$ cat config.mk
export PLATFORM = sky130hd
export DESIGN_NAME = pipe_stage_reg_flat
export DESIGN_NICKNAME = d
export VERILOG_FILES = /design/src/rtl/pipe_stage_reg_pkg.sv /design/src/rtl/pipe_stage_reg_if.sv /design/src/rtl/pipe_stat_cnt.sv /design/src/rtl/pipe_stage_reg.sv /design/src/flat_wrapper.sv
export SDC_FILE = /design/constraint.sdc
export NUM_CORES = 1
export LEC_CHECK = 0
export ABC_CLOCK_PERIOD_IN_PS = 4320
export BUFFER_PORTS_ARGS = -buffer_cell sky130_fd_sc_hd__buf_2
export CORE_ASPECT_RATIO = 0.75
export CORE_UTILIZATION = 31
export DETAILED_ROUTE_END_ITERATION = 8
export MAX_ROUTING_LAYER = met4
export PLACE_DENSITY = 0.52
export SLEW_MARGIN = 5
export SYNTH_ARGS = -nofsm -noshare
export SYNTH_HDL_FRONTEND = slang
export SYNTH_SLANG_ARGS = --single-unit
$ cat constraint.sdc
create_clock -name clk -period 4.32 [get_ports clk]
set_clock_uncertainty 0.2 [all_clocks]
set_input_delay 0.432 -clock clk [delete_from_list [all_inputs] [get_ports clk]]
set_output_delay 0.432 -clock clk [all_outputs]
set_load 0.05 [all_outputs]
$ cat src/rtl/pipe_stage_reg_pkg.sv
// -----------------------------------------------------------------------------
// pipe_stage_reg_pkg
//   Shared definitions for the generic pipeline stage register.
//   - ps_state_e : occupancy state of a stage (EMPTY / HALF / FULL)
//   - PC_INIT    : program counter value that stages place in the pc field
//                  of their RESET_DATA bubble payload
//   - ZERO_WORD  : 32-bit zero constant for packing payload fields
//   - ps_can_accept() : whether a stage in a given state can take a beat
// -----------------------------------------------------------------------------
package pipe_stage_reg_pkg;

    typedef enum logic [1:0] {
        PS_EMPTY = 2'b00,   // no beat held
        PS_HALF  = 2'b01,   // main register holds a beat
        PS_FULL  = 2'b10    // main and skid registers both hold beats
    } ps_state_e;

    localparam logic [31:0] PC_INIT   = 32'h0000_0000;
    localparam logic [31:0] ZERO_WORD = 32'h0000_0000;

    // The skid entry exists so that acceptance depends only on stored state.
    function automatic logic ps_can_accept(input ps_state_e state);
        return (state != PS_FULL);
    endfunction

endpackage

$ cat src/rtl/pipe_stage_reg_if.sv
// -----------------------------------------------------------------------------
// pipe_stage_reg_if
//   One valid/ready payload channel between pipeline stages.
//   Signals:
//     valid : producer has a beat
//     ready : consumer accepts the beat this cycle
//     data  : DATA_W-bit payload bundle
//   Modports:
//     master : producer side (drives valid/data, samples ready)
//     slave  : consumer side (samples valid/data, drives ready)
// -----------------------------------------------------------------------------
interface pipe_stage_reg_if #(
    parameter int DATA_W = 70
) ();

    logic              valid;
    logic              ready;
    logic [DATA_W-1:0] data;

    modport master (
        output valid,
        output data,
        input  ready
    );

    modport slave (
        input  valid,
        input  data,
        output ready
    );

endinterface

$ cat src/rtl/pipe_stat_cnt.sv
// -----------------------------------------------------------------------------
// pipe_stat_cnt
//   Saturating event counter for pipeline statistics.
//   Ports:
//     clk   in   clock
//     rst   in   asynchronous active-high reset (clears the count)
//     i_clr in   synchronous clear, wins over i_inc in the same cycle
//     i_inc in   count one qualifying cycle
//     o_cnt out  CNT_W-bit count, sticks at all-ones
// -----------------------------------------------------------------------------
module pipe_stat_cnt #(
    parameter int CNT_W = 32
) (
    input  logic             clk,
    input  logic             rst,
    input  logic             i_clr,
    input  logic             i_inc,
    output logic [CNT_W-1:0] o_cnt
);

    localparam logic [CNT_W-1:0] CNT_MAX = {CNT_W{1'b1}};
    localparam logic [CNT_W-1:0] CNT_ONE = {{(CNT_W-1){1'b0}}, 1'b1};

    logic [CNT_W-1:0] r_cnt;

    always_ff @(posedge clk or posedge rst) begin
        if (rst) begin
            r_cnt <= '0;
        end else if (i_clr) begin
            r_cnt <= '0;
        end else if (i_inc && (r_cnt != CNT_MAX)) begin
            r_cnt <= r_cnt + CNT_ONE;
        end
    end

    assign o_cnt = r_cnt;

endmodule

$ cat src/rtl/pipe_stage_reg.sv
// -----------------------------------------------------------------------------
// pipe_stage_reg
//   Generic pipeline stage register: one payload beat per cycle under a
//   valid/ready handshake, 1-cycle latency, full throughput. A two-entry
//   (main + skid) store lets in_ready come straight from registered state.
//   Synchronous flush kills all held beats; RESET_DATA is the bubble payload.
//
//   Optional feature (macro PIPE_STAT_EN): stall/bubble statistics counters.
//   Without the macro the counter outputs are tied to zero and i_stat_clr is
//   ignored; the ports exist in both builds.
//
//   Ports:
//     clk          in   clock, rising edge
//     rst          in   asynchronous active-high reset
//     i_flush      in   synchronous flush, highest priority
//     s_in         slave  upstream channel  (valid, ready, data)
//     m_out        master downstream channel (valid, ready, data = main reg)
//     i_stat_clr   in   synchronous clear of statistics counters
//     o_stall_cnt  out  cycles with out_valid & !out_ready
//     o_bubble_cnt out  cycles with out_ready & !out_valid
// -----------------------------------------------------------------------------
module pipe_stage_reg
    import pipe_stage_reg_pkg::*;
#(
    parameter int                 DATA_W     = 70,
    parameter logic [DATA_W-1:0]  RESET_DATA = '0,
    parameter bit                 FLUSH_CLR  = 1'b1,
    parameter int                 CNT_W      = 32
) (
    input  logic                  clk,
    input  logic                  rst,
    input  logic                  i_flush,
    pipe_stage_reg_if.slave       s_in,
    pipe_stage_reg_if.master      m_out,
    input  logic                  i_stat_clr,
    output logic [CNT_W-1:0]      o_stall_cnt,
    output logic [CNT_W-1:0]      o_bubble_cnt
);

    ps_state_e         r_state;
    ps_state_e         w_state_next;
    logic [DATA_W-1:0] r_main;
    logic [DATA_W-1:0] w_main_next;
    logic [DATA_W-1:0] r_skid;
    logic [DATA_W-1:0] w_skid_next;

    logic w_in_ready;
    logic w_out_valid;
    logic w_in_fire;
    logic w_out_fire;

    // Both handshake outputs depend only on r_state, so no input reaches them
    // combinationally.
    assign w_in_ready  = ps_can_accept(r_state);
    assign w_out_valid = (r_state != PS_EMPTY);
    assign w_in_fire   = s_in.valid & w_in_ready;
    assign w_out_fire  = w_out_valid & m_out.ready;

    assign s_in.ready  = w_in_ready;
    assign m_out.valid = w_out_valid;
    assign m_out.data  = r_main;

    // State register and payload storage.
    always_ff @(posedge clk or posedge rst) begin
        if (rst) begin
            r_state <= PS_EMPTY;
            r_main  <= RESET_DATA;
            r_skid  <= RESET_DATA;
        end else begin
            r_state <= w_state_next;
            r_main  <= w_main_next;
            r_skid  <= w_skid_next;
        end
    end

    // Next-state and datapath steering.
    always_comb begin
        w_state_next = r_state;
        w_main_next  = r_main;
        w_skid_next  = r_skid;

        if (i_flush) begin
            // Any beat accepted this cycle is dropped; a beat leaving this
            // cycle has already been delivered downstream.
            w_state_next = PS_EMPTY;
            if (FLUSH_CLR) begin
                w_main_next = RESET_DATA;
                w_skid_next = RESET_DATA;
            end
        end else begin
            unique case (r_state)
                PS_EMPTY: begin
                    if (w_in_fire) begin
                        w_state_next = PS_HALF;
                        w_main_next  = s_in.data;
                    end
                end
                PS_HALF: begin
                    if (w_in_fire && w_out_fire) begin
                        w_main_next = s_in.data;
                    end else if (w_in_fire) begin
                        // Downstream stalled: park the new beat in the skid.
                        w_state_next = PS_FULL;
                        w_skid_next  = s_in.data;
                    end else if (w_out_fire) begin
                        w_state_next = PS_EMPTY;
                    end
                end
                PS_FULL: begin
                    // in_ready is low here, so no input is taken.
                    if (w_out_fire) begin
                        w_state_next = PS_HALF;
                        w_main_next  = r_skid;
                    end
                end
                default: begin
                    w_state_next = PS_EMPTY;
                end
            endcase
        end
    end

`ifdef PIPE_STAT_EN
    // Index 0: stall counter, index 1: bubble counter.
    logic             w_stat_inc [2];
    logic [CNT_W-1:0] w_stat_cnt [2];

    assign w_stat_inc[0] = w_out_valid & ~m_out.ready;
    assign w_stat_inc[1] = m_out.ready & ~w_out_valid;

    generate
        for (genvar gi = 0; gi < 2; gi++) begin : g_stat
            pipe_stat_cnt #(
                .CNT_W (CNT_W)
            ) u_cnt (
                .clk   (clk),
                .rst   (rst),
                .i_clr (i_stat_clr),
                .i_inc (w_stat_inc[gi]),
                .o_cnt (w_stat_cnt[gi])
            );
        end
    endgenerate

    assign o_stall_cnt  = w_stat_cnt[0];
    assign o_bubble_cnt = w_stat_cnt[1];
`else
    logic w_unused_stat_clr;
    assign w_unused_stat_clr = i_stat_clr;
    assign o_stall_cnt       = '0;
    assign o_bubble_cnt      = '0;
`endif

endmodule

$ cat src/flat_wrapper.sv
// flat-port wrapper written by rule: the top's interface ports become plain ports
module pipe_stage_reg_flat import pipe_stage_reg_pkg::*;
#(
    parameter int                 DATA_W     = 70,
    parameter logic [DATA_W-1:0]  RESET_DATA = '0,
    parameter bit                 FLUSH_CLR  = 1'b1,
    parameter int                 CNT_W      = 32
)
  (clk, rst, i_flush, i_stat_clr, o_stall_cnt, o_bubble_cnt, s_in_valid, s_in_data, s_in_ready, m_out_valid, m_out_data, m_out_ready);
  pipe_stage_reg_if #(.DATA_W(DATA_W)) s_in_i ();
  pipe_stage_reg_if #(.DATA_W(DATA_W)) m_out_i ();
  input  logic clk;
  input  logic rst;
  input  logic i_flush;
  input  logic i_stat_clr;
  output logic [CNT_W-1:0] o_stall_cnt;
  output logic [CNT_W-1:0] o_bubble_cnt;
  input wire logic [$bits(s_in_i.valid)-1:0] s_in_valid;
  input wire logic [$bits(s_in_i.data)-1:0] s_in_data;
  output wire logic [$bits(s_in_i.ready)-1:0] s_in_ready;
  output wire logic [$bits(m_out_i.valid)-1:0] m_out_valid;
  output wire logic [$bits(m_out_i.data)-1:0] m_out_data;
  input wire logic [$bits(m_out_i.ready)-1:0] m_out_ready;
  assign s_in_i.valid = s_in_valid;
  assign s_in_i.data = s_in_data;
  assign s_in_ready = s_in_i.ready;
  assign m_out_valid = m_out_i.valid;
  assign m_out_data = m_out_i.data;
  assign m_out_i.ready = m_out_ready;
  pipe_stage_reg #(.DATA_W(DATA_W), .RESET_DATA(RESET_DATA), .FLUSH_CLR(FLUSH_CLR), .CNT_W(CNT_W)) u_core (.clk(clk), .rst(rst), .i_flush(i_flush), .s_in(s_in_i), .m_out(m_out_i), .i_stat_clr(i_stat_clr), .o_stall_cnt(o_stall_cnt), .o_bubble_cnt(o_bubble_cnt));
endmodule
Yosys cells after proc, flatten, opt, wreduce, memory -nomap -nowiden
Cells that the tools add are included.
{"block": "op_classes", "bitwise_logic": 2, "n_eq_ne": 9, "reduce_logical": 9, "n_mux": 15}
{"op": "$mux W70", "n": 7}
{"op": "$pmux W70 S3", "n": 1}
{"op": "$mux W2", "n": 6}
{"op": "$ne A3 B2 Y1 const B", "n": 3}
{"op": "$reduce_and A4 Y1", "n": 2}
{"op": "$pmux W2 S3", "n": 1}
{"op": "$reduce_bool A2 Y1", "n": 3}
{"op": "$ne A2 B2 Y1 const B", "n": 2}
{"op": "$ne A4 B2 Y1 const B", "n": 1}
{"op": "$reduce_bool A4 Y1", "n": 1}
{"op": "$ne A3 B3 Y1 const B", "n": 1}
{"op": "$reduce_and A3 Y1", "n": 1}
{"op": "$and A1 B1 Y1", "n": 2}
{"op": "$eq A2 B1 Y1 const B", "n": 1}
{"op": "$eq A2 B2 Y1 const B", "n": 1}
{"op": "$logic_not A2 Y1", "n": 1}
{"op": "$logic_and A1 B1 Y1", "n": 1}
{"block": "totals", "output_inout_bits": 136, "wordCells": 38, "input_bits": 76, "regBits": 142}

Logic depth before layout (Yosys ltp)
Gate-level depths: netlist of the first run.
{"block": "logic_depth", "ltp_word": 7, "depth_mapped": 6}

Least setup slack after synthesis of the first run
No wires, ideal clock.
{"block": "synth_timing", "path_kind": "register to output", "start": "reg u_core.r_state[0]", "end": "out m_out_valid", "path_slack_ns": 2.427, "arrival_time_ns": 1.261, "stages_incl_launch_ff": 4, "path_buffers": 2, "cell_sequence": "dfrtp_1 clkbuf_1 clkbuf_1 or2_2"}
{"block": "synth_via", "elab_chain_cells": 1}
{"element": "start, declared", "line": "pipe_stage_reg.sv:40", "rtl": "ps_state_e r_state;"}
{"element": "start signal, assigned", "line": "pipe_stage_reg.sv:70", "rtl": "r_state <= w_state_next;"}
{"element": "$reduce_bool A2 Y1", "line": "pipe_stage_reg.sv:55", "rtl": "assign w_out_valid = (r_state != PS_EMPTY);"}
{"element": "end, declared", "line": "flat_wrapper.sv:21", "rtl": "output wire logic [$bits(m_out_i.valid)-1:0] m_out_valid;"}
No other way between the ends.

Worst setup path after layout of the first run
{"block": "layout_timing", "start": "reg u_core.r_state[0]", "end": "out s_in_ready"}
{"block": "layout_via", "elab_chain_cells": 1}
{"element": "$ne A2 B2 Y1", "line": "pipe_stage_reg_pkg.sv:23", "rtl": "return (state != PS_FULL);"}
{"element": "end, declared", "line": "flat_wrapper.sv:20", "rtl": "output wire logic [$bits(s_in_i.ready)-1:0] s_in_ready;"}
No other way between the ends.

==> summary.txt, run 1 <==
========================================================================================
Headroom to the max-slew limit                                                     31.3%
Final max-slew violation count                                                         0
CP Class                                                                    register to output pin
Internal power consumption                                                       2.45 mW
Buffer depth of the longest clock path                                                 2
Cell-by-cell listing of the critical path                                   nor2b_4 > inv_4 > buf_2
WHS                                                                              48.3 ps
Growth of design area from synthesis to finish                                     16.9%
RePlAce Congestion                                                                 0.744
Pwr dens                                                                      428 nW/um2
Number of buffers inserted during clock tree synthesis                                17
CTS Root Buffer Type                                                        sky130_fd_sc_hd__clkbuf_16
H-tree levels                                                                          4
Setup slack of the most critical reg-to-reg path                                 1230 ps
Slew at the pin closest to its max-slew limit                                    1030 ps
Site Rows                                                                             48
Unique masters post-synth                                                             29
Failing checks                                                                       DRC
IO Count                                                                             212
Largest stage delay on the critical path                                          840 ps
Top flip-flop cell by instance count after synthesis                        sky130_fd_sc_hd__dfrtp_1
Synth warn                                                                             0
Number of flops mapped to enable cells by yosys                                        0
Synthesized-area fraction occupied by and/or/nand/nor cells                       0.786%
Number of sinks driven by the clock tree                                             142
Share of the clock period used by the worst path                                   78.8%
Start of the worst register-to-register path                                u_core.r_state[0]$_DFFE_PP0P_
Cell with the most instances after synthesis                                sky130_fd_sc_hd__dfrtp_1
Global-route wire length before repair                                         33,500 um
Sequential share of power                                                          39.9%
Detail-routed via count per cell                                                    5.37
Area share of fa/ha/maj cells after synthesis                                         0%
Outcome                                                                     finished, violations left
Initial cell density of the core                                                   31.7%
Logic gate share of total power                                                    20.8%
Critical Path End Type                                                        output pin
Compound-Gate Fraction of Synth Area                                               29.4%
XOR/XNOR share of the synthesized area                                                0%
Total of flip-flops plus latches after synthesis                                     142
Number of buffers inserted by port buffering                                         146
Number of instances on the worst hold path                                             2
DRT iter0 DRCs                                                                       359
Remaining antenna violation count                                                      0
Fraction of synthesis flops using an asynchronous set or reset pin                  100%
Total die area                                                                24,300 um2
CTS tree                                                                            done
Leakage                                                                          4.06 nW
Horizontal die dimension                                                          179 um
Grt total ovfl                                                                         0
Path class of the lowest-slack min-delay path                               input pin to register
Crit Path Max Fanout                                                                  44
Clock network fraction of design power                                             39.3%
Instance count of the mapped netlist                                                 573
Share of synthesized area spent on multiplexers                                    9.75%
Height of the die                                                                 135 um
Average wire length per cell after detail routing                                21.1 um
Netlist Area Pre-Place                                                          7320 um2
Final count of negative-setup-slack endpoints                                          0
Data arrival time of the critical path                                           2770 ps
Total core area                                                               23,100 um2
Master of the slowest instance on the critical path                         sky130_fd_sc_hd__nor2b_4
Post-layout net count                                                                761
RSZ-0062 raised after global routing                                                  no
Total half-perimeter wirelength after legalization and detailed placement      12,300 um
Share of Yosys cell area claimed by the top area cell type                         48.5%
Psw                                                                              1.22 mW
Max Cap Viol                                                                           0
Clock-pin slew on the worst setup and hold paths                                   60 ps
Cell accounting for the most synthesized area                               sky130_fd_sc_hd__dfrtp_1
Synth top cells by count                                                    sky130_fd_sc_hd__dfrtp_1, sky130_fd_sc_hd__a22o_1, sky130_fd_sc_hd__mux2i_1, sky130_fd_sc_hd__o2111ai_1, sky130_fd_sc_hd__o31ai_2
Final Hold Violating Endpoints                                                         0
Worst Min Path Start                                                        s_in_data[47]
Startpoint type of the worst setup path                                         register
Sw Ratio                                                                           33.3%
Via Count                                                                          5,357
Initial antenna violation count                                                        2
Clock latency reported for the late side of the worst-skew pair                   410 ps
Layout cell share with drive strength beyond 1                                     37.9%
Largest net degree at the start of global routing                                     72
Number of detailed-routing iterations run before antenna repair                        9
GRT Overall Usage                                                                  18.5%
Largest family of logic cells by synthesized area                           compound AO/OA/AOI/OAI gates
Average instance area after synthesis                                           12.8 um2
Wirelength, routed                                                             21,100 um
Reg-to-reg critical path endpoint                                           u_core.r_skid[25]$_DFFE_PP0P_
Peak supply drop                                                              0.000228 V
Endpoint required time on the critical path                                      3690 ps
Fmax                                                                           0.294 GHz
Number of global-route vias before repair                                          5,723
Worst min-delay path endpoint                                               u_core.r_skid[47]$_DFFE_PP0P_
Number of cells traversed by the worst register-to-register path                       3
Min cycle time layout                                                            3400 ps
Total Negative Setup Slacks                                                         0 ps
Number of remaining DRC errors                                                        32
Share of synthesized area occupied by flip-flops and latches                       48.5%
Leading post-synthesis cells by cell area                                   sky130_fd_sc_hd__dfrtp_1, sky130_fd_sc_hd__o31ai_2, sky130_fd_sc_hd__mux2i_1
========================================================================================
-- worst max path at each step --
stage	start	end	slack [ps]	depth (start not counted)
final	u_core.r_state[0]$_DFFE_PP0P_	s_in_ready	920	3
after global routing	u_core.r_state[0]$_DFFE_PP0P_	s_in_ready	770	3
after CTS	u_core.r_state[0]$_DFFE_PP0P_	s_in_ready	860	3
after detailed placement	i_flush	u_core.r_skid[42]$_DFFE_PP0P_	1030	5
after global placement	i_flush	u_core.r_skid[30]$_DFFE_PP0P_	1090	5
after floorplan	rst	u_core.m_out.data[0]$_DFFE_PP0P_	1910	1
-- cell type report --
cell class | count | area, um2
flip-flops and latches | 142 | 3550
diodes | 2 | 5.00
clock inverters | 5 | 83.8
repair buffers | 161 | 848
fillers | 2243 | 14600
clock buffers | 25 | 475
multi-input cells | 359 | 3200
inverters | 4 | 21.3
well taps | 300 | 375
-- logic make-up after synthesis --
group / Yosys count
AND/OR/NAND/NOR: 9
buffers and inverters: 135
flip-flops: 142
AO/OA/AOI/OAI: 215
other: 1
multiplexers: 71
-- placed cells by master (no fill, tap or decap), drive strengths merged --
master       Yosys  final
o2111ai         70     70
clkbuf          36     25
diode            0      2
nand2            1      1
o31ai           70     70
or2              1      1
clkinvlp         0      3
and4             1      1
nand3b           1      1
dlygate4sd3      0      1
mux2i           71     71
and2b            1      1
o211a            1      1
a31oi            1      1
nor2b            1      1
conb             1     64
a22o            70     70
inv              4      3
buf             95    160
dfrtp          142    142
nor2             1      1
nor3             1      1
or3b             1      1
a21oi            2      2
o21a             1      1
clkinv           0      1
bufinv           0      2
-- sequential cells by signal, summed over array words and instances (netlist names) --
| name | count |
|---|---|
| u_core.r_skid | 70 |
| u_core.r_state | 2 |
| u_core.m_out.data | 70 |
-- worst max-delay path, delay by kind of cell, from the launching register on --
family	cells	cell delay, ps
AND/OR/NAND/NOR	1	840
flip-flops	1	760
buffers and inverters	2	740
-- per-stage QoR --
stage / instance area [um2] / power [mW] / util, % / setup slack, ps / std cells
after floorplan: 7560 / 2.10 / - / 1910 / 636
after global placement: 7990 / 2.24 / 34.5 / 1090 / 965
after detailed placement: 7990 / 2.25 / 34.5 / 1030 / 965
after CTS: 8560 / 3.71 / 37.0 / 859 / 996
after global routing: 8560 / 3.82 / 37.0 / 770 / 998
final: 8560 / 3.67 / 37.0 / 916 / 998
-- routing by layer --
metal  up-vias  GRT usage (%)  routed length (um)  part of all wire [%]
met5         -              -                   0                     0
met4         0           4.89                 150                  0.71
met3        17           4.91                1260                   6.0
met2       200           28.7                9950                    47
met1      2790           23.8                9750                    46
li1       2350              -                   -                     -
-- power groups by stage --
stage / registers, mW / clock network, mW / logic, mW
global placement: 1.48 / 0 / 0.754
finish: 1.46 / 1.44 / 0.762
global route: 1.47 / 1.55 / 0.803
floorplan: 1.67 / 0 / 0.429
CTS: 1.46 / 1.48 / 0.767
detailed placement: 1.48 / 0 / 0.766
-- what timing repair did --
| action | in CTS | in global routing |
|---|---|---|
| setup buffers | 0 | 0 |
| hold buffers | 1 | 0 |
| gates resized for setup | 0 | 0 |
| endpoints found under the hold margin | 31 | 0 |
Power figures use the tool's default switching activity.
==> run 2, diff against run 1 <==
- ABC_CLOCK_PERIOD_IN_PS: 4320 -> 3100
- clock period: 4.32 -> 3.1 ns (I/O delays scaled with it)
==> run 2 against run 1 <==
The run still ends with DRC left; clock power increased by 40%; sequential share of layout area decreased by 3.7 points; die area unchanged; first-iteration DRC count decreased by 10%; highest routed layer unchanged; sequential power increased by 39%; final area increased by 9.8%; cell count increased by 7.5%; core utilization increased by 3.6 points; global-route usage decreased by 0.39 points; setup slack got worse by 440 ps; via count increased by 5.1%; routed wire length decreased by 0.20%; critical path type unchanged.
==> summary.txt, run 2 (same netlist as run 1, synthesis figures left out) <==
========================================================================================
Outcome                                                                     finished, violations left   unchanged
Failing checks                                                                       DRC   unchanged
Data arrival time of the critical path                                           2110 ps   was 2770 ps
Crit Path Max Fanout                                                                  30   was 44
Final Hold Violating Endpoints                                                         0   unchanged
Total core area                                                               23,100 um2   unchanged
Number of global-route vias before repair                                          5,848   was 5,723
Final max-slew violation count                                                         0   unchanged
Layout cell share with drive strength beyond 1                                     35.4%   was 37.9%
Global-route wire length before repair                                         33,200 um   was 33,500 um
Remaining antenna violation count                                                      0   unchanged
CTS tree                                                                            done   unchanged
Multi-input combinational cell area                                             3200 um2   unchanged
Number of remaining DRC errors                                                        34   was 32
CP top delay family                                                           flip-flops   was simple AND/OR/NAND/NOR gates
Via Count                                                                          5,628   was 5,357
Worst Min Path Start                                                          s_in_valid   was s_in_data[47]
Average wire length per cell after detail routing                                19.6 um   was 21.1 um
Critical Path End Type                                                        output pin   unchanged
Most frequent standard cell in the layout excluding fill and tap cells      sky130_fd_sc_hd__buf_2   unchanged
Fmax                                                                           0.382 GHz
Total power of the final layout                                                  5.20 mW   was 3.67 mW
Master of the slowest instance on the critical path                         sky130_fd_sc_hd__dfrtp_2   was sky130_fd_sc_hd__nor2b_4
Min cycle time layout                                                            2620 ps
H-tree levels                                                                          4   unchanged
Horizontal die dimension                                                          179 um   unchanged
Launching instance or port of the critical path                             u_core.r_state[0]$_DFFE_PP0P_   unchanged
Wirelength, routed                                                             21,100 um   about the same
RePlAce Congestion                                                                 0.759   was 0.744
Growth of design area from synthesis to finish                                     28.3%   was 16.9%
Number of detailed-routing iterations run before antenna repair                        6   was 9
Site Rows                                                                             48   unchanged
RSZ-0062 raised after global routing                                                  no   unchanged
Post-layout net count                                                                836   was 761
Total Negative Setup Slacks                                                         0 ps   unchanged
Initial antenna violation count                                                        0   was 2
Total die area                                                                24,300 um2   unchanged
Number of buffers inserted by port buffering                                         146   unchanged
Final count of negative-setup-slack endpoints                                          0   unchanged
Start of the worst register-to-register path                                u_core.r_state[0]$_DFFE_PP0P_   unchanged
Filler Cells Inserted                                                              2,178   was 2,243
Antenna Cells                                                                          0   was 2
Number of sinks driven by the clock tree                                             142   unchanged
Startpoint type of the worst setup path                                         register   unchanged
CTS Root Buffer Type                                                        sky130_fd_sc_hd__clkbuf_16   unchanged
Cell-by-cell listing of the critical path                                   nor2b_4 > inv_4 > buf_2   unchanged
Headroom to the max-slew limit                                                     37.9%   was 31.3%
Largest stage delay on the critical path                                          790 ps   was 840 ps
IO Count                                                                             212   unchanged
Detail-routed via count per cell                                                    5.25   was 5.37
Grt total ovfl                                                                         0   unchanged
Number of buffers inserted during clock tree synthesis                                17   unchanged
Post-CTS Setup Bufs                                                                    0   unchanged
Share of the clock period used by the worst path                                   84.5%
Largest net degree at the start of global routing                                     72   unchanged
Leakage                                                                          4.42 nW   was 4.06 nW
Max Cap Viol                                                                           0   unchanged
Total half-perimeter wirelength after legalization and detailed placement      12,400 um   was 12,300 um
Height of the die                                                                 135 um   unchanged
Buffer depth of the longest clock path                                                 2   unchanged
GRT Overall Usage                                                                  18.1%   was 18.5%
WHS                                                                               152 ps   was 48.3 ps
Most frequent cells in the layout                                           sky130_fd_sc_hd__buf_2, sky130_fd_sc_hd__dfrtp_1, sky130_fd_sc_hd__dlygate4sd3_1   was sky130_fd_sc_hd__buf_2, sky130_fd_sc_hd__dfrtp_1, sky130_fd_sc_hd__mux2i_1, sky130_fd_sc_hd__o2111ai_1, sky130_fd_sc_hd__a22o_1
Peak supply drop                                                              0.000326 V   was 0.000228 V
Clock latency reported for the late side of the worst-skew pair                   420 ps   was 410 ps
Initial cell density of the core                                                   31.7%   unchanged
Endpoint required time on the critical path                                      2590 ps   was 3690 ps
DRT iter0 DRCs                                                                       322   was 359
Slew at the pin closest to its max-slew limit                                     931 ps   was 1030 ps
Pwr dens                                                                      554 nW/um2   was 428 nW/um2
Number of buffer and inverter instances along the worst setup path                     2   unchanged
Seq. cell area                                                                  3550 um2   unchanged
CP Class                                                                    register to output pin   unchanged
Clock-pin slew on the worst setup and hold paths                                   60 ps   about the same
Path class of the lowest-slack min-delay path                               input pin to register   unchanged
========================================================================================
==> run 2: report_power, final <==
part	switching, mW	total (mW)	leakage [nW]	internal (mW)
combinational	0.849	1.15	2.23	0.303
clock	0.828	2.02	0.283	1.19
sequential	0.0724	2.03	1.90	1.96
==> run 2: path summary, 6_finish.rpt <==
kind / cells after the start / slack [ps] / end
setup / recovery: 3 / 480 / s_in_ready
hold / removal: 4 / 150 / u_core.r_state[0]$_DFFE_PP0P_
setup reg to reg: 3 / 890 / u_core.r_skid[66]$_DFFE_PP0P_
hold reg to reg: 1 / 300 / u_core.r_skid[11]$_DFFE_PP0P_
max in group asynchronous: 4 / 1600 / u_core.m_out.data[12]$_DFFE_PP0P_
min in group asynchronous: 3 / 240 / u_core.r_skid[51]$_DFFE_PP0P_
==> run 2: final cells by class <==
cell class	count	share of cell area, %
well taps	300	3.99
multi-input cells	359	34.0
clock buffers	23	5.19
flip-flops and latches	142	37.8
inverters	4	0.226
clock inverters	9	0.892
repair buffers	236	17.8
==> run 2: routing by layer <==
layer	GRT usage [%]	share of wire, %
met1	23.3	46
met2	28.7	48
met3	3.69	4.9
met4	5.56	0.75
met5	-	0
==> run 2: through the flow <==
stage	util, %	setup WS [ps]	instances	instance area [um2]
6_report	40.6	479	1073	9400
4_1_cts	40.6	437	1073	9400
3_5_place_dp	35.0	700	969	8100
5_1_grt	40.6	376	1073	9400
3_3_place_gp	35.0	748	969	8100
2_1_floorplan	-	813	636	7560
==> run 2: worst reg2reg max path, delay by kind of cell, from the launching register on <==
family / cells / cell delay, ps
flip-flops: 1 / 790
AND/OR/NAND/NOR: 1 / 710
buffers and inverters: 1 / 270
AO/OA/AOI/OAI: 1 / 180
==> run 2: repair_timing <==
action	in CTS	in global routing
resized for setup	0	0
hold buffers	72	0
hold endpoints to repair	85	0
==> run 3, diff against run 2 <==
- ABC_CLOCK_PERIOD_IN_PS: 3100 -> 2300
- clock period: 3.1 -> 2.3 ns (I/O delays scaled with it)
==> run 3 against run 2 <==
The run still ends with DRC left; die area is the same; register-to-register slack lost 530 ps; total power grew 37%; clock-buffer cell count shrank 5; critical endpoint unchanged; sequential cell count is the same; via count grew 0.73%; cell count grew 0.56%; first-iteration DRC count grew 21%.
==> summary.txt, run 3 (same netlist as run 1, synthesis figures left out) <==
========================================================================================
Outcome                                                                     finished, violations left   unchanged
Failing checks                                                                       DRC   unchanged
Filler Cells Inserted                                                              2,169   was 2,178
Endpoint required time on the critical path                                      1870 ps   was 2590 ps
CTS tree                                                                            done   unchanged
Peak supply drop                                                              0.000504 V   was 0.000326 V
Number of sinks driven by the clock tree                                             142   unchanged
Total power of the final layout                                                  7.12 mW   was 5.20 mW
CTS Root Buffer Type                                                        sky130_fd_sc_hd__clkbuf_16   unchanged
Largest net degree at the start of global routing                                     72   unchanged
Site Rows                                                                             48   unchanged
Number of global-route vias before repair                                          5,884   was 5,848
Number of remaining DRC errors                                                        30   was 34
Total half-perimeter wirelength after legalization and detailed placement      12,600 um   was 12,400 um
GRT Overall Usage                                                                  18.5%   was 18.1%
Initial antenna violation count                                                        1   was 0
Leakage                                                                          4.47 nW   was 4.42 nW
Most frequent cells in the layout                                           sky130_fd_sc_hd__buf_2, sky130_fd_sc_hd__dfrtp_1, sky130_fd_sc_hd__dlygate4sd3_1   unchanged
Global-route wire length before repair                                         33,300 um   was 33,200 um
Data arrival time of the critical path                                           1730 ps   was 2110 ps
Total Negative Setup Slacks                                                         0 ps   unchanged
Initial cell density of the core                                                   31.7%   unchanged
Total die area                                                                24,300 um2   unchanged
CP Class                                                                    register to output pin   unchanged
Grt total ovfl                                                                         0   unchanged
Clock-pin slew on the worst setup and hold paths                                   70 ps   was 60 ps
Average wire length per cell after detail routing                                19.7 um   was 19.6 um
Path class of the lowest-slack min-delay path                               input pin to register   unchanged
Most frequent standard cell in the layout excluding fill and tap cells      sky130_fd_sc_hd__buf_2   unchanged
Crit Path Max Fanout                                                                  28   was 30
DRT iter0 DRCs                                                                       391   was 322
Clock latency reported for the late side of the worst-skew pair                   430 ps   was 420 ps
Remaining antenna violation count                                                      0   unchanged
Final count of negative-setup-slack endpoints                                          0   unchanged
Detail-routed via count per cell                                                    5.25   about the same
Critical Path End Type                                                        output pin   unchanged
Pwr dens                                                                      750 nW/um2   was 554 nW/um2
H-tree levels                                                                          4   unchanged
Horizontal die dimension                                                          179 um   unchanged
Slew at the pin closest to its max-slew limit                                     627 ps   was 931 ps
Max Cap Viol                                                                           0   unchanged
Growth of design area from synthesis to finish                                     29.8%   was 28.3%
Final max-slew violation count                                                         0   unchanged
Fmax                                                                           0.463 GHz
Post-layout net count                                                                841   was 836
Min cycle time layout                                                            2160 ps
Number of buffers inserted by port buffering                                         146   unchanged
Headroom to the max-slew limit                                                     58.2%   was 37.9%
Height of the die                                                                 135 um   unchanged
Post-CTS Setup Bufs                                                                    0   unchanged
Final Hold Violating Endpoints                                                         0   unchanged
Via Count                                                                          5,669   was 5,628
Number of buffers inserted during clock tree synthesis                                17   unchanged
Total core area                                                               23,100 um2   unchanged
Final core area utilization                                                        41.1%   was 40.6%
Share of the clock period used by the worst path                                   94.0%
Buffer depth of the longest clock path                                                 2   unchanged
Number of detailed-routing iterations run before antenna repair                        8   was 6
Wirelength, routed                                                             21,200 um   was 21,100 um
IO Count                                                                             212   unchanged
Layout cell share with drive strength beyond 1                                     36.1%   was 35.4%
Startpoint type of the worst setup path                                         register   unchanged
RSZ-0062 raised after global routing                                                  no   unchanged
RePlAce Congestion                                                                 0.756   was 0.759
========================================================================================
run 3: changes by cell type in the layout (fill, tap and decap cells not counted), moves of 3 or more:
cell | before | now
sky130_fd_sc_hd__buf_12 | 7 | 10
sky130_fd_sc_hd__clkbuf_8 | 4 | 1
sky130_fd_sc_hd__clkinv_2 | 4 | 1
sky130_fd_sc_hd__clkinv_4 | 2 | 7
sky130_fd_sc_hd__inv_6 | 1 | 4
run 3: repair_timing:
item | 4_1_cts | 5_1_grt
gates resized for setup | 0 | 1
setup endpoints to repair | 0 | 1
hold buffers | 72 | 0
endpoints found under the hold margin | 186 | 0
run 3: worst max-delay path, stage by stage (launching register included):
cell and delay (ps):
sky130_fd_sc_hd__dfrtp_1 460, sky130_fd_sc_hd__nor2b_4 190, sky130_fd_sc_hd__inv_6 290, sky130_fd_sc_hd__buf_2 340
run 3: layer usage:
layer / global-route usage [%] / vias to the layer above / routed length, um
li1: - / 2535 / -
met1: 23.7 / 2898 / 9680
met2: 28.8 / 214 / 9950
met3: 4.50 / 22 / 1290
met4: 6.03 / 0 / 297
met5: - / - / 0
run 3: report_power, final:
group / leakage, nW / switching [mW] / internal, mW / total, mW
combinational: 2.27 / 1.16 / 0.425 / 1.59
clock: 0.291 / 1.17 / 1.65 / 2.81
sequential: 1.90 / 0.0845 / 2.64 / 2.72
total: 4.47 / 2.41 / 4.71 / 7.12
run 3: final timing paths:
kind | from | slack (ps) | to | cells after the start
worst max register to register | u_core.r_state[1]$_DFFE_PP0P_ | 360 | u_core.m_out.data[33]$_DFFE_PP0P_ | 4
worst max-delay path | u_core.r_state[1]$_DFFE_PP0P_ | 140 | s_in_ready | 3
worst min register to register | u_core.r_skid[2]$_DFFE_PP0P_ | 310 | u_core.r_skid[2]$_DFFE_PP0P_ | 1
min in group asynchronous | rst | 170 | u_core.m_out.data[49]$_DFFE_PP0P_ | 3
max in group asynchronous | rst | 1040 | u_core.r_state[0]$_DFFE_PP0P_ | 4
worst min-delay path | s_in_valid | 50 | u_core.r_state[0]$_DFFE_PP0P_ | 4
run 3: stage by stage:
stage	hold WS [ps]	cells	setup WS, ps	area, um2
floorplan	101	636	92.9	7560
global placement	79.3	974	389	8180
detailed placement	82.2	974	374	8180
CTS	29.1	1078	4.62	9500
global route	58.8	1079	53.8	9500
finish	52.8	1079	138	9500
run 3: cell type report:
| class | count | area [um2] | area share (%) |
|---|---|---|---|
| Clock buffer | 18 | 439 | 4.62 |
| Multi-Input combinational cell | 359 | 3200 | 33.6 |
| Clock inverter | 14 | 160 | 1.69 |
| Sequential cell | 142 | 3550 | 37.4 |
| Tap cell | 300 | 375 | 3.95 |
| Timing Repair Buffer | 241 | 1750 | 18.4 |
| Antenna cell | 1 | 2.50 | 0.0263 |
| Inverter | 4 | 23.8 | 0.250 |
